**src/rtl/tone_sequencer.sv**
```systemverilog
// Purpose: square-wave melody player stepping through a run-time writable note table, one entry per note slot.
// Latency: start/stop/rst act on the next clk_50M edge; every note lasts exactly TICK_CYCLES cycles.
// Backpressure: none; start is ignored while busy and note-table writes are accepted every cycle.
//
// Ports:
//   clk_50M, rst        system clock, synchronous active-high reset
//   wr_en/addr/data     note-table write port, entry = {rest, reload[DIV_W-1:0]}
//   len                 index of the last entry to play, captured on an accepted start
//   start, stop         single-cycle play / abort requests (stop wins if both are high)
//   loop                level; when high at the last slot's end, play wraps back to entry 0
//   speaker             50 % duty square wave, 0 during rests and while idle
//   busy, done          busy while playing; done pulses once when a non-looped play ends
//   note_idx            table index of the entry currently playing
module tone_sequencer #(
    parameter int CLK_DIV     = 10,
    parameter int DIV_W       = 15,
    parameter int TICK_CYCLES = 10_000_000,
    parameter int ADDR_W      = 8
) (
    input  logic              clk_50M,
    input  logic              rst,
    input  logic              wr_en,
    input  logic [ADDR_W-1:0] wr_addr,
    input  logic [DIV_W:0]    wr_data,
    input  logic [ADDR_W-1:0] len,
    input  logic              start,
    input  logic              stop,
    input  logic              loop,
    output logic              speaker,
    output logic              busy,
    output logic              done,
    output logic [ADDR_W-1:0] note_idx
);

    localparam int DEPTH  = 2 ** ADDR_W;
    localparam int PRE_W  = (CLK_DIV > 1) ? $clog2(CLK_DIV) : 1;
    localparam int SLOT_W = (TICK_CYCLES > 1) ? $clog2(TICK_CYCLES) : 1;

    localparam logic [PRE_W-1:0]  PRE_LAST  = PRE_W'(CLK_DIV - 1);
    localparam logic [SLOT_W-1:0] SLOT_LAST = SLOT_W'(TICK_CYCLES - 1);
    localparam logic [DIV_W-1:0]  TONE_TOP  = '1;
    localparam logic [ADDR_W-1:0] IDX_FIRST = '0;

    typedef struct packed {
        logic             rest;
        logic [DIV_W-1:0] reload;
    } note_t;

    typedef enum logic {
        IDLE,
        PLAY
    } state_t;

    state_t             state;
    note_t              note_tab [DEPTH];
    note_t              note_q;        // entry captured at the last note load
    note_t              entry_first;
    note_t              entry_next;
    note_t              load_entry;
    logic [ADDR_W-1:0]  len_q;
    logic [ADDR_W-1:0]  idx_next;
    logic [PRE_W-1:0]   pre_cnt;
    logic [SLOT_W-1:0]  slot_cnt;
    logic [DIV_W-1:0]   tone_cnt;
    logic               ce;
    logic               slot_end;
    logic               last_slot;

    // ------------------------------------------------------------------
    // Note table: synchronous write in any state, asynchronous read.
    // Contents survive reset so a tune only has to be loaded once.
    // ------------------------------------------------------------------
    always_ff @(posedge clk_50M) begin
        if (wr_en) begin
            note_tab[wr_addr] <= note_t'(wr_data);
        end
    end

    // ------------------------------------------------------------------
    // Free-running prescaler. It is deliberately not realigned at note
    // load, so the first half-period of a note may be up to one ce short.
    // ------------------------------------------------------------------
    always_ff @(posedge clk_50M) begin
        if (rst) begin
            pre_cnt <= '0;
        end else if (pre_cnt == PRE_LAST) begin
            pre_cnt <= '0;
        end else begin
            pre_cnt <= pre_cnt + PRE_W'(1);
        end
    end

    assign ce        = (pre_cnt == PRE_LAST);
    assign slot_end  = (slot_cnt == SLOT_LAST);
    // note_idx never passes len_q, so >= is the same as ==; >= keeps the
    // sequencer from running off if that ever stops being true.
    assign last_slot = (note_idx >= len_q);
    assign idx_next  = note_idx + ADDR_W'(1);

    // Entries are read at the moment of load, so a write to the entry now
    // playing only shows up the next time that entry is loaded.
    always_comb begin
        entry_first = note_tab[IDX_FIRST];
        entry_next  = note_tab[idx_next];
        load_entry  = last_slot ? entry_first : entry_next;
    end

    // ------------------------------------------------------------------
    // Sequencer FSM with the tone generator folded in; all outputs are
    // registered here.
    // ------------------------------------------------------------------
    always_ff @(posedge clk_50M) begin
        if (rst) begin
            state    <= IDLE;
            speaker  <= 1'b0;
            busy     <= 1'b0;
            done     <= 1'b0;
            note_idx <= '0;
            len_q    <= '0;
            note_q   <= '0;
            tone_cnt <= '0;
            slot_cnt <= '0;
        end else begin
            done <= 1'b0;
            case (state)
                IDLE: begin
                    speaker <= 1'b0;
                    busy    <= 1'b0;
                    // start together with stop is treated as a cancelled request
                    if (start && !stop) begin
                        state    <= PLAY;
                        busy     <= 1'b1;
                        note_idx <= '0;
                        len_q    <= len;
                        note_q   <= entry_first;
                        tone_cnt <= entry_first.reload;
                        slot_cnt <= '0;
                    end
                end

                PLAY: begin
                    if (stop) begin
                        // abort beats any slot event in the same cycle
                        state   <= IDLE;
                        busy    <= 1'b0;
                        speaker <= 1'b0;
                    end else if (slot_end) begin
                        if (last_slot && !loop) begin
                            state   <= IDLE;
                            busy    <= 1'b0;
                            done    <= 1'b1;
                            speaker <= 1'b0;
                        end else begin
                            // next entry, or wrap to entry 0 in loop mode
                            note_idx <= last_slot ? '0 : idx_next;
                            note_q   <= load_entry;
                            tone_cnt <= load_entry.reload;
                            speaker  <= 1'b0;
                            slot_cnt <= '0;
                        end
                    end else begin
                        slot_cnt <= slot_cnt + SLOT_W'(1);
                        if (note_q.rest) begin
                            speaker  <= 1'b0;
                            tone_cnt <= note_q.reload;
                        end else if (ce) begin
                            // count up to all ones, then reload and flip:
                            // half-period = CLK_DIV * (2^DIV_W - reload)
                            if (tone_cnt == TONE_TOP) begin
                                tone_cnt <= note_q.reload;
                                speaker  <= ~speaker;
                            end else begin
                                tone_cnt <= tone_cnt + DIV_W'(1);
                            end
                        end
                    end
                end

                default: begin
                    state   <= IDLE;
                    busy    <= 1'b0;
                    speaker <= 1'b0;
                end
            endcase
        end
    end

endmodule

```
**config.mk**
```make
export PLATFORM = sky130hd
export DESIGN_NAME = tone_sequencer
export DESIGN_NICKNAME = d
export VERILOG_FILES = /design/src/rtl/tone_sequencer.sv
export SDC_FILE = /design/constraint.sdc
export NUM_CORES = 2
export LEC_CHECK = 0
export CORE_MARGIN = 8
export CORE_UTILIZATION = 30
export CTS_BUF_LIST = sky130_fd_sc_hd__clkbuf_8
export DETAILED_ROUTE_END_ITERATION = 16
export SLEW_MARGIN = 20
export SYNTH_ARGS = -nofsm -noshare
export SYNTH_HDL_FRONTEND = slang
export SYNTH_SLANG_ARGS = --single-unit
```
**constraint.sdc**
```tcl
create_clock -name clk_50M -period 3.8 [get_ports clk_50M]
set_input_delay 0.76 -clock clk_50M [delete_from_list [all_inputs] [get_ports clk_50M]]
set_output_delay 0.76 -clock clk_50M [all_outputs]
set_load 0.02 [all_outputs]
```
==> results.txt <==
Fin. Hold Viols = 0
Synthesized flop and latch total = 4175
Die height = 751 microns
Required time worst endpoint = 3040 ps
Status = completed
Iter 0 DRT Violations = 12059
First-pass GRT wire length = 664000 microns
Largest net degree at the start of global routing = 128
Worst-path fanout max = 69
Die area = 0.564 sq mm
Cell Chain, Critical Path = buf_12 -> clkdlybuf4s50_1
CP max-delay cell = clkdlybuf4s50_1
Final min period = 3770 ps
Placed cell area = 0.180 sq mm
Chip width = 751 microns
Normalized max-slew margin = 14.7%
Cell count after synthesis = 7770
Fmax achieved = 265 MHz
Most frequent cells in the layout = 4096 x edfxtp_1, 1076 x mux4_2, 798 x buf_4
RSZ-0062 raised after global routing = true
Final antenna-violating net count = 0
Endpoints failing setup = 0
Cell area after layout = 0.193 sq mm
PD cells = 464 mW/mm^2
I/O Buffers = 48
Layout cell share with drive strength beyond 1 = 31.6%
Via count = 86977
CP Class = register to primary output
Final non-filler cell total = 16806
Clock network latency to the later pin of the worst-skew pair = 1240 ps
Mapped cell area = 0.162 sq mm
Final worst slack = 32.8 ps
Fin crit share = 99.1%
Core ar. = 0.539 sq mm
Detail Placement HPWL = 303000 microns
Clk slew on worst S/H paths = 60 ps
Drt drc = 0
Max Cap Viol = 0
Synth warnings = 0
Count of cell types in the netlist = 74
Worst VDD drop = 0.000341 V
Startpoint Class = register
Worst Hold Class = primary input to register
CP bufs+invs = 2
CTS Buf Count = 664
Post-synth EDFFs = 4096
Initial core utilization = 30.0%
Cell family with most CP delay = buffers and inverters
Vias in the first global route = 87997
TritonCTS clock tree = yes
Top cells by area, synth = edfxtp_1 76%, mux4_2 15%, nand2_1 1.7%
Final GP Congestion = 0.937
Layout Skew = 87.2 ps
Top_reg_cell synth = edfxtp_1
Mapped Nets = 7821
Post-Route Setup TNS = 0 ps
WL per Instance = 28.2 microns
First-pass DRT Iterations = 8
Syn_area_per_cell = 20.9 sq um
Worst endpoint data arrival time = 3010 ps
H-tree depth = 6
Setup WS pre-CTS = -161 ps
Slowest Stage Delay on Critical Path = 740 ps
Actual slew at the worst max-slew pin = 1280 ps
Sequential fraction of the synthesis area = 76.9%
# nets final = 9135
Synthesis-to-layout area growth = 18.9%
Area leader, netlist = edfxtp_1
Gr usage total = 16.2%
CP endpoint kind = primary output
CTS sink cnt = 4175
Std cell rows = 270
Top Ports = 49
Fillers = 49672
CTS Root Cell = clkbuf_8
Initial antenna violation count = 39
Leakage = 59.8 nW
GRT Residual Overflow = 0
Commonest non-fill, non-tap cell in the layout = edfxtp_1
Post-synthesis async set-or-reset flop share = 0%
Clk buf depth = 4
Placed cell count = 15608
Yosys top cell area share = 75.9%
Via/cell ratio = 5.18
Total Wirelength = 474000 microns
Final Max Slew Viols = 0
[path summary, 6_finish.rpt]
path | startpoint | endpoint | slack [ps] | cells past startpoint
setup / recovery | note_idx[0]$_SDFFE_PP0P_ | note_idx[0] | 30 | 2
hold / removal | wr_data[11] | note_tab[21][11]$_DFFE_PP_ | 80 | 1
setup reg to reg | note_idx[1]$_SDFFE_PP0P_ | tone_cnt[10]$_SDFFE_PP0P_ | 80 | 13
hold reg to reg | note_q[7]$_SDFFE_PP0P_ | note_q[7]$_SDFFE_PP0P_ | 480 | 1
[through the flow]
stage	utilization [%]	total power, W	hold slack (ps)
global placement	33.4	0.0540	440
global route	35.7	0.0920	67.4
finish	35.7	0.0894	76.1
detailed placement	33.4	0.0541	461
CTS	35.7	0.0900	15.3
floorplan	-	0.0525	433
[kinds of logic (layout without fill, tap and decap cells)]
| family | after synthesis | after routing | share of synthesized area, % |
|---|---|---|---|
| AO/OA/AOI/OAI | 389 | 389 | 1.68 |
| XOR/XNOR | 42 | 42 | 0.269 |
| adder cells (fa/ha/maj) | 13 | 13 | 0.100 |
| buffers and inverters | 469 | 2289 | 1.49 |
| flip-flops | 4175 | 4175 | 76.9 |
| multiplexers | 1178 | 1178 | 15.6 |
| other | 0 | 8 | 0 |
| AND/OR/NAND/NOR | 1504 | 1504 | 3.98 |
[area by class of cell]
cell class,count,area (sq um),share of cell area (%)
clock inverter,499,3020,1.57
inverter,32,120,0.0623
sequential,4175,125000,64.7
antenna,8,20.0,0.0104
tap,7208,9020,4.68
clock buffer,673,9260,4.81
timing repair buffer,1085,11200,5.83
multi-input combinational,3126,35400,18.4
[routing by layer]
metal | wire, microns | GRT usage [%] | up-vias
met2 | 219000 | 25.5 | 4828
met3 | 47200 | 3.71 | 907
li1 | - | - | 34877
met5 | 96 | 0 | -
met1 | 188000 | 21.9 | 46351
met4 | 20000 | 6.35 | 14
[sequential cells by signal, summed over array words and instances, names as in the netlist, 4 cells and up]
register,flops
note_tab,4096
pre_cnt,4
note_q,16
note_idx,8
len_q,8
slot_cnt,24
tone_cnt,15
[power by group]
group	leakage (nW)	total, W	internal [W]	switching [W]
sequential	37.5	0.0507	0.0507	0.0000657
clock	7.05	0.0362	0.0179	0.0182
combinational	15.3	0.00246	0.000736	0.00173
total	59.8	0.0894	0.0694	0.0200
[cells in the mapped netlist, types with 9 or more instances]
master	count
edfxtp_1	4096
mux4_2	1076
nand2_1	718
nor2_1	371
nand3_1	271
clkbuf_1	150
buf_2	138
mux2i_1	102
buf_4	95
dfxtp_1	79
a32oi_1	76
a31oi_1	70
a21oi_1	68
o21ai_0	48
nand4_1	41
buf_1	40
inv_1	32
o221ai_1	22
xor2_1	21
nor3_1	17
xnor2_1	15
o21ai_1	14
ha_1	13
and3_1	12
buf_6	12
nand4b_1	12
o22ai_1	12
or4_1	11
a22oi_1	9
a32o_1	9
nor2b_1	9
o211ai_1	9
[repair_timing]
item | 4_1_cts | 5_1_grt
gates resized for setup | 25 | 32
hold buffers | 8 | 0
setup buffers | 1 | 6
endpoints found under the setup margin | 13 | 29
pin swaps | 2 | 3
cloned | 2 | 1
endpoints found under the hold margin | 121 | 0
Power figures use the tool's default switching activity.
